`config.mk`:
```
export PLATFORM = sky130hd
export DESIGN_NAME = uart_rx_byte_strobe
export DESIGN_NICKNAME = d
export VERILOG_FILES = /design/src/rtl/uart_pkg.sv /design/src/rtl/uart_rx_byte_strobe_sync_2ff.sv /design/src/rtl/uart_rx_byte_strobe.sv
export SDC_FILE = /design/constraint.sdc
export NUM_CORES = 1
export LEC_CHECK = 0
export CAP_MARGIN = 20
export CORE_ASPECT_RATIO = 1.5
export CORE_MARGIN = 2
export CORE_UTILIZATION = 56
export DETAILED_ROUTE_END_ITERATION = 8
export PLACE_DENSITY = 0.77
export SKIP_LAST_GASP = 1
export SLEW_MARGIN = 30
export SYNTH_ARGS = -nofsm -noshare
export SYNTH_HDL_FRONTEND = slang
export SYNTH_HIERARCHICAL = 1
export SYNTH_SLANG_ARGS = --single-unit
```
`constraint.sdc`:
```
create_clock -name clk -period 2.5 [get_ports clk]
set_input_delay 0.25 -clock clk [delete_from_list [all_inputs] [get_ports clk]]
set_output_delay 0.25 -clock clk [all_outputs]
set_load 0.03 [all_outputs]
```
`src/rtl/uart_pkg.sv`:
```
// Shared UART definitions: receiver FSM states, default bit timing and the
// framing bytes the downstream command accumulator recognises.
package uart_pkg;

    typedef enum logic [2:0] {
        IDLE  = 3'd0,
        START = 3'd1,
        DATA  = 3'd2,
        STOP  = 3'd3,
        BREAK = 3'd4
    } uart_state_t;

    // 50 MHz system clock, 115200 baud
    localparam int DEFAULT_CLKS_PER_BIT = 434;

    localparam logic [7:0] CR  = 8'h0D;
    localparam logic [7:0] SOF = 8'hBE;
    localparam logic [7:0] EOF = 8'hEF;

endpackage : uart_pkg

```
`src/rtl/uart_rx_byte_strobe_sync_2ff.sv`:
```
// Generic two-flop synchronizer for a single asynchronous bit, with a
// configurable reset value so idle-high lines come out of reset idle.
module sync_2ff #(
    parameter logic RESET_VAL = 1'b1
) (
    input  logic clk,
    input  logic reset,
    input  logic i_d,
    output logic o_q
);

    logic r_meta;
    logic r_sync;

    always_ff @(posedge clk or posedge reset) begin
        if (reset) begin
            r_meta <= RESET_VAL;
            r_sync <= RESET_VAL;
        end else begin
            r_meta <= i_d;
            r_sync <= r_meta;
        end
    end

    assign o_q = r_sync;

endmodule : sync_2ff

```
`src/rtl/uart_rx_byte_strobe.sv`:
```
// 8N1 UART receiver that presents each good byte with a fixed-length
// data_valid strobe, and flags framing errors and strobe overruns.
module uart_rx_byte_strobe
    import uart_pkg::*;
#(
    parameter int CLKS_PER_BIT  = DEFAULT_CLKS_PER_BIT,
    parameter int STROBE_CYCLES = 4
) (
    input  logic       clk,
    input  logic       reset,
    input  logic       rx,
    input  logic       rx_enable,
    output logic [7:0] data_out,
    output logic       data_valid,
    output logic       frame_error,
    output logic       overrun,
    output logic       busy
);

    localparam int CNT_W  = $clog2(CLKS_PER_BIT);
    localparam int STRB_W = $clog2(STROBE_CYCLES + 1);

    localparam logic [CNT_W-1:0]  HALF_LAST = CNT_W'(CLKS_PER_BIT / 2 - 1);
    localparam logic [CNT_W-1:0]  BIT_LAST  = CNT_W'(CLKS_PER_BIT - 1);
    localparam logic [STRB_W-1:0] STRB_LOAD = STRB_W'(STROBE_CYCLES);
    localparam logic [STRB_W-1:0] STRB_ONE  = STRB_W'(1);

    logic w_rx_s;

    uart_state_t       r_state;
    uart_state_t       w_state_nxt;
    logic [CNT_W-1:0]  r_cnt;
    logic [CNT_W-1:0]  w_cnt_nxt;
    logic [2:0]        r_idx;
    logic [2:0]        w_idx_nxt;
    logic [7:0]        r_shift;
    logic [7:0]        w_shift_nxt;
    logic              w_good;
    logic              w_ferr;

    logic [7:0]        r_data_out;
    logic              r_data_valid;
    logic [STRB_W-1:0] r_strb_cnt;
    logic              r_frame_err;
    logic              r_overrun;
    logic              r_busy;

    sync_2ff #(
        .RESET_VAL (1'b1)
    ) u_sync_rx (
        .clk   (clk),
        .reset (reset),
        .i_d   (rx),
        .o_q   (w_rx_s)
    );

    always_ff @(posedge clk or posedge reset) begin
        if (reset) begin
            r_state <= IDLE;
            r_cnt   <= '0;
            r_idx   <= '0;
            r_shift <= '0;
        end else begin
            r_state <= w_state_nxt;
            r_cnt   <= w_cnt_nxt;
            r_idx   <= w_idx_nxt;
            r_shift <= w_shift_nxt;
        end
    end

    // Samples are taken on the last cycle of each timed phase; the counter
    // restarts from zero whenever a phase begins.
    always_comb begin
        w_state_nxt = r_state;
        w_cnt_nxt   = r_cnt + 1'b1;
        w_idx_nxt   = r_idx;
        w_shift_nxt = r_shift;
        w_good      = 1'b0;
        w_ferr      = 1'b0;

        case (r_state)
            IDLE: begin
                w_cnt_nxt = '0;
                if (rx_enable && !w_rx_s) begin
                    w_state_nxt = START;
                    w_idx_nxt   = '0;
                end
            end
            START: begin
                if (r_cnt == HALF_LAST) begin
                    w_cnt_nxt   = '0;
                    w_state_nxt = w_rx_s ? IDLE : DATA;
                end
            end
            DATA: begin
                if (r_cnt == BIT_LAST) begin
                    w_cnt_nxt          = '0;
                    w_shift_nxt[r_idx] = w_rx_s;
                    w_idx_nxt          = r_idx + 1'b1;
                    if (r_idx == 3'd7) begin
                        w_state_nxt = STOP;
                    end
                end
            end
            STOP: begin
                if (r_cnt == BIT_LAST) begin
                    w_cnt_nxt = '0;
                    if (w_rx_s) begin
                        w_good      = 1'b1;
                        w_state_nxt = IDLE;
                    end else begin
                        w_ferr      = 1'b1;
                        w_state_nxt = BREAK;
                    end
                end
            end
            BREAK: begin
                w_cnt_nxt = '0;
                if (w_rx_s) begin
                    w_state_nxt = IDLE;
                end
            end
            default: begin
                w_cnt_nxt   = '0;
                w_state_nxt = IDLE;
            end
        endcase

        // Disabling discards whatever is in flight, including a stop sample
        if (!rx_enable) begin
            w_state_nxt = IDLE;
            w_cnt_nxt   = '0;
            w_good      = 1'b0;
            w_ferr      = 1'b0;
        end
    end

    // Strobe generator runs independently of the FSM so the next byte can be
    // received while the current one is still being presented.
    always_ff @(posedge clk or posedge reset) begin
        if (reset) begin
            r_data_out   <= '0;
            r_data_valid <= 1'b0;
            r_strb_cnt   <= '0;
            r_overrun    <= 1'b0;
        end else begin
            r_overrun <= 1'b0;
            if (r_data_valid) begin
                if (r_strb_cnt == STRB_ONE) begin
                    r_data_valid <= 1'b0;
                    r_strb_cnt   <= '0;
                end else begin
                    r_strb_cnt <= r_strb_cnt - 1'b1;
                end
                if (w_good) begin
                    r_overrun <= 1'b1;
                end
            end else if (w_good) begin
                r_data_out   <= r_shift;
                r_data_valid <= 1'b1;
                r_strb_cnt   <= STRB_LOAD;
            end
        end
    end

    always_ff @(posedge clk or posedge reset) begin
        if (reset) begin
            r_frame_err <= 1'b0;
            r_busy      <= 1'b0;
        end else begin
            r_frame_err <= w_ferr;
            r_busy      <= (w_state_nxt != IDLE);
        end
    end

    assign data_out    = r_data_out;
    assign data_valid  = r_data_valid;
    assign frame_error = r_frame_err;
    assign overrun     = r_overrun;
    assign busy        = r_busy;

endmodule : uart_rx_byte_strobe

```
==> qor.txt, run 1 <==
CTS Buf Count = 5
Post-Syn Area per Cell = 11.57 sq um
largest net degree at the start of global routing = 39
Resized cells post-CTS = 0
Power Total = 1163 uW
Syn Inst Count = 164
GRT overflow = 0
count of final hold-check violations = 0
Clk pin slew, worst setup/hold paths = 70 ps
Crit Path Max Fanout = 13
crit share post-route = 0.7977
Setup crit end kind = register
Total Routed Length = 3.210 mm
Post-synth EDFFs = 0
top cell type's share of synthesized area = 0.5010
first-pass GRT wire length = 5.664 mm
Iter 0 DRT Violations = 20
Slew headroom = 0.6791
maximum clock frequency = 501.4 MHz
level count of the clock H-tree = 2
Placed Cells = 215
Detailed Routing Iterations Pass 1 = 4
Clock Sinks = 40
Post-synth top flop = dfrtp_1
kind of critical path = reg -> reg
hpwl dp = 2.339 mm
number of global-route vias before repair = 1360
Final Core Density = 0.6804
mux share of post-synthesis cell area = 0.1114
Worst EP required = 2670 ps
post-route antenna net violation count = 0
main area contributors after synthesis = dfrtp_1 (50%), mux2_2 (8.9%), ha_1 (4.6%), nor2_1 (3.4%), dfstp_2 (2.8%)
clk_lat worst skew = 280 ps
Mapped Nets = 175
pwr dens = 535.9 mW/mm^2
Leakage = 0.0009968 uW
Remaining DRCs = 0
pin slew with the least headroom to its limit = 481.4 ps
via count = 1246
CTS tree = done
Async SR Flop Fraction = 1.000
Tmin final = 1994 ps
Seq cells post-synth = 40
Final Setup Violations = 0
# fillers = 253
top-count cell post-synth = dfrtp_1
core box area = 0.003191 sq mm
final setup TNS = 0 ps
num ports = 16
Worst VDD drop = 0.0005585 V
Routed wire per std cell = 14.46 um
Bufs on Longest Clock Path = 2
# hold bufs at CTS = 0
GRT Util Overall = 0.1960
root buf cell = clkbuf_8
post-synthesis adder-cell area fraction = 0.04614
Synth Area in Compound Gates = 0.05274
fin cells = 222
unrepaired setup endpoints after global routing = false
Post-Route Skew = 5.459 ps
main combinational cell family by area after synthesis = simple AND/OR/NAND/NOR gates
Seq/Total Area, Yosys = 0.5287
Die X-Extent = 51.54 um
nets = 193
Crit path arrival time = 2170 ps
Die ar. = 0.003881 sq mm
synthesized area = 0.001898 sq mm
Slew Limit Fails = 0
Post-CTS Setup Repair Bufs = 0
height of the die = 75.31 um
XOR/XNOR Fraction of Synth Area = 0.03230
port bufs = 15
status = finished, final reports clean
initial antenna violation count = 0
hold slack = 313.3 ps
Synth warnings = 6
diode count = 0
flop2flop setup slack = 510 ps
Synth top cells by count = dfrtp_1 (38), nor2_1 (17), mux2_2 (15), nand2_1 (11), inv_1 (10)
startpoint types = register
Worst Hold Class = in -> async
Row Count = 25
Simple-Gate Fraction of Synth Area = 0.1925
Synth cell types = 44
Synth area leader = dfrtp_1
area delta synth->final = 14.37%
DR vias/cell = 5.613
layout cell share with drive strength beyond 1 = 0.1758
initial core utilization = 0.5949
max_cap viols = 0
GPL Wtd Cong = 0.7487
-- report_power, final --
group	switching [uW]	internal [uW]
clock	200	245
combinational	33.5	19.8
sequential	9.15	656
-- per-layer routing --
metal | track usage | vias to the layer above | routed length, um
met4 | 0.08772 | 0 | 28
met2 | 0.3675 | 19 | 1795
met3 | 0.04902 | 4 | 88
met1 | 0.2034 | 612 | 1297
met5 | 0 | - | 0
li1 | - | 611 | -
-- cell type report --
cell class	instances	area (sq um)	share of cell area
Clock buffer	7	96.34	0.04438
Inverter	10	37.54	0.01729
Multi-Input combinational cell	109	825.8	0.3804
Sequential cell	40	1003	0.4622
Tap cell	40	50.05	0.02305
Timing Repair Buffer	16	157.7	0.07262
-- worst paths after layout --
kind,cells past startpoint,endpoint,from
max in group asynchronous,3,r_cnt[2],reset
min reg2reg,0,u_sync_rx/o_q,u_sync_rx/r_meta
min,2,u_sync_rx/r_meta,reset
max,6,r_shift[4],r_cnt[1]
min in group clk,0,u_sync_rx/o_q,u_sync_rx/r_meta
max reg2reg,6,r_shift[4],r_cnt[1]
-- cells by family (layout without fill, tap and decap cells) --
kind of cell,count (synthesis),after routing
simple gates,63,63
flops,40,40
mux,19,19
buf+inv,15,33
compound gates,13,13
fa+ha+maj,7,7
xor+xnor,7,7
-- worst max-delay path: stages (launching register included) --
cell and delay (ps):
dfrtp_1 400, inv_1 90, ha_1 140, and4b_1 330, and4_4 360, and4bb_2 240
mux2_2 320
-- cells in the final DEF, fill, tap and decap left out, drive strengths merged, types with 2 or more instances in the layout --
master | synthesis | layout
dfrtp | 38 | 38
clkbuf | 2 | 7
nand3 | 6 | 6
nand2 | 11 | 11
or2 | 2 | 2
xor2 | 2 | 2
o21ai | 3 | 3
nand4b | 4 | 4
nor2 | 18 | 18
and4b | 2 | 2
and2 | 2 | 2
nand4 | 4 | 4
mux2i | 2 | 2
dfstp | 2 | 2
inv | 10 | 10
nor3 | 2 | 2
clkdlybuf4s50 | 0 | 15
and4bb | 2 | 2
xnor2 | 5 | 5
nor4 | 2 | 2
ha | 7 | 7
and4 | 2 | 2
mux2 | 17 | 17
and3b | 2 | 2
-- per-stage QoR --
| stage | cell area, sq um | worst slack, ps |
|---|---|---|
| 2_1_floorplan | 1898 | 747.4 |
| 3_3_place_gp | 2074 | 476.7 |
| 3_5_place_dp | 2074 | 425.8 |
| 4_1_cts | 2171 | 486.4 |
| 5_1_grt | 2171 | 362.3 |
| 6_report | 2171 | 505.6 |
-- sequential cells by signal, summed over array words and instances (netlist names), 3 cells and up --
signal,flops
r_cnt,9
data_out,8
r_shift,8
r_idx,3
r_state,3
r_strb_cnt,3
Note: power is estimated with default switching activity, not from simulation.
==> inputs of run 2 (changes only) <==
==> constraint.sdc (replaced) <==
create_clock -name clk -period 1.98 [get_ports clk]
set_input_delay 0.198 -clock clk [delete_from_list [all_inputs] [get_ports clk]]
set_output_delay 0.198 -clock clk [all_outputs]
set_load 0.03 [all_outputs]
==> run 2 against run 1 <==
  * Sequential share of layout area down 0.91 points
  * Clock-buffer cell count rose by 1
  * Cell area up 2.0%
  * Largest power group unchanged
==> qor.txt, run 2 (synthesis gave the netlist of run 1 again) <==
worst reg2reg endpoint = r_shift[4] (unchanged)
status = finished, final reports clean (unchanged)
pin slew with the least headroom to its limit = 462.6 ps (was 481.4 ps)
initial antenna violation count = 0 (unchanged)
root buf cell = clkbuf_8 (unchanged)
Bufs on Longest Clock Path = 2 (unchanged)
first-pass GRT wire length = 5.561 mm (was 5.664 mm)
crit share post-route = 0.9572 (was 0.7977)
Final Core Density = 0.6941 (was 0.6804)
Iter 0 DRT Violations = 32 (was 20)
CTS Buf Count = 5 (unchanged)
unrepaired setup endpoints after global routing = false (unchanged)
Crit Path Max Fanout = 10 (was 13)
Final Setup Violations = 0 (unchanged)
Slew headroom = 0.6916 (was 0.6791)
Most flops, register = r_cnt (unchanged)
slowest stage delay, CP = 400 ps (about the same)
R2R cell count = 6 (unchanged)
GRT Util Overall = 0.1992 (was 0.1960)
via count = 1296 (was 1246)
largest net degree at the start of global routing = 39 (unchanged)
DR vias/cell = 5.709 (was 5.613)
commonest non-fill, non-tap cell in the layout = dfrtp_1 (unchanged)
final setup TNS = 0 ps (unchanged)
count of final hold-check violations = 0 (unchanged)
Die X-Extent = 51.54 um (unchanged)
# fillers = 246 (was 253)
area delta synth->final = 16.68% (was 14.37%)
port bufs = 15 (unchanged)
nets = 197 (was 193)
Slew Limit Fails = 0 (unchanged)
layout cell share with drive strength beyond 1 = 0.1872 (was 0.1758)
core box area = 0.003191 sq mm (unchanged)
clk_lat worst skew = 290 ps (was 280 ps)
number of global-route vias before repair = 1306 (was 1360)
Total Routed Length = 3.209 mm (was 3.210 mm)
height of the die = 75.31 um (unchanged)
most frequent cells in the layout = dfrtp_1 (38), nor2_1 (17), mux2_2 (15), clkdlybuf4s50_1 (15), nand2_1 (11) (unchanged)
max FFs per register = 9 (unchanged)
Clock Sinks = 40 (unchanged)
Remaining DRCs = 0 (unchanged)
post-route antenna net violation count = 0 (unchanged)
Worst EP required = 2160 ps (was 2670 ps)
Row Count = 25 (unchanged)
max_cap viols = 0 (unchanged)
Post-Route Skew = 3.666 ps (was 5.459 ps)
Die ar. = 0.003881 sq mm (unchanged)
Routed wire per std cell = 14.14 um (was 14.46 um)
CTS tree = done (unchanged)
Worst R2R Start = r_cnt[1] (unchanged)
maximum clock frequency = 527.6 MHz (was 501.4 MHz)
startpoint types = register (unchanged)
level count of the clock H-tree = 2 (unchanged)
Crit path arrival time = 2070 ps (was 2170 ps)
hpwl dp = 2.349 mm (was 2.339 mm)
flop2flop setup slack = 80 ps (was 510 ps)
initial core utilization = 0.5949 (unchanged)
GPL Wtd Cong = 0.8725 (was 0.7487)
Leakage = 0.001017 uW (was 0.0009968 uW)
kind of critical path = reg -> reg (unchanged)
Placed Cells = 218 (was 215)
Clk pin slew, worst setup/hold paths = 70 ps (about the same)
slowest CP cell = dfrtp_1 (unchanged)
Worst VDD drop = 0.0006323 V (was 0.0005585 V)
pwr dens = 655.0 mW/mm^2 (was 535.9 mW/mm^2)
Tmin final = 1895 ps (was 1994 ps)
num ports = 16 (unchanged)
GRT overflow = 0 (unchanged)
crit-path cells = inv_1, ha_1, and4b_1, and4_4, and4bb_2, mux2_2 (unchanged)
Worst Hold Class = in -> async (unchanged)
fin cells = 227 (was 222)
Setup crit end kind = register (unchanged)
diode count = 0 (unchanged)
Detailed Routing Iterations Pass 1 = 4 (unchanged)
[run 2: worst max-delay path by stage]
stage                     startpoint          to  slack [ps]  cells after the start
after floorplan             r_cnt[1]  r_shift[4]         230                      7
after global placement      r_cnt[1]  r_shift[4]         130                      6
after detailed placement    r_cnt[0]    r_cnt[8]          60                      6
after CTS                   r_cnt[0]    r_cnt[4]          50                      6
after global routing        r_cnt[1]  r_shift[4]          20                      6
final                       r_cnt[1]  r_shift[4]          80                      6
[run 2: timing repair]
item / 4_1_cts / 5_1_grt
gates resized for setup: 0 / 1
hold buffers: 0 / 0
buffers inserted: 0 / 1
hold endpoints to repair: 0 / 0
endpoints found under the setup margin: 0 / 10
[run 2: critical path: cells and delay by family (launching register included)]
kind          cells  cell delay, ps
simple gates      3             810
flops             1             400
mux               1             320
fa+ha+maj         1             150
buf+inv           1              90
[run 2: through the flow]
stage	area (sq um)	setup slack (ps)	hold slack, ps	total power, uW
after floorplan	1898	227.4	109.5	896.6
after global routing	2215	20.28	285.3	1520
after detailed placement	2110	63.17	352.6	926.9
after global placement	2110	131.3	347.3	920.9
final	2215	84.70	262.0	1451
after CTS	2200	54.24	259.8	1472
[run 2: final cells by class]
cell class / count / area [sq um] / area share
sequential: 40 / 1003 / 0.4531
multi-input combinational: 109 / 833.3 / 0.3763
timing repair buffer: 20 / 200.2 / 0.09040
clock buffer: 8 / 90.09 / 0.04068
tap: 40 / 50.05 / 0.02260
inverter: 10 / 37.54 / 0.01695
[run 2: routing by layer]
| layer | part of all wire | routed length [um] | GRT usage |
|---|---|---|---|
| met3 | 0.037 | 118 | 0.05686 |
| met2 | 0.55 | 1751 | 0.3575 |
| met5 | 0 | 0 | 0 |
| met4 | 0.026 | 82 | 0.1228 |
| met1 | 0.39 | 1256 | 0.2019 |
[run 2: report_power, final]
| group | switching [uW] | internal, uW |
|---|---|---|
| sequential | 12.7 | 828 |
| combinational | 43.6 | 27.5 |
| clock | 255 | 284 |
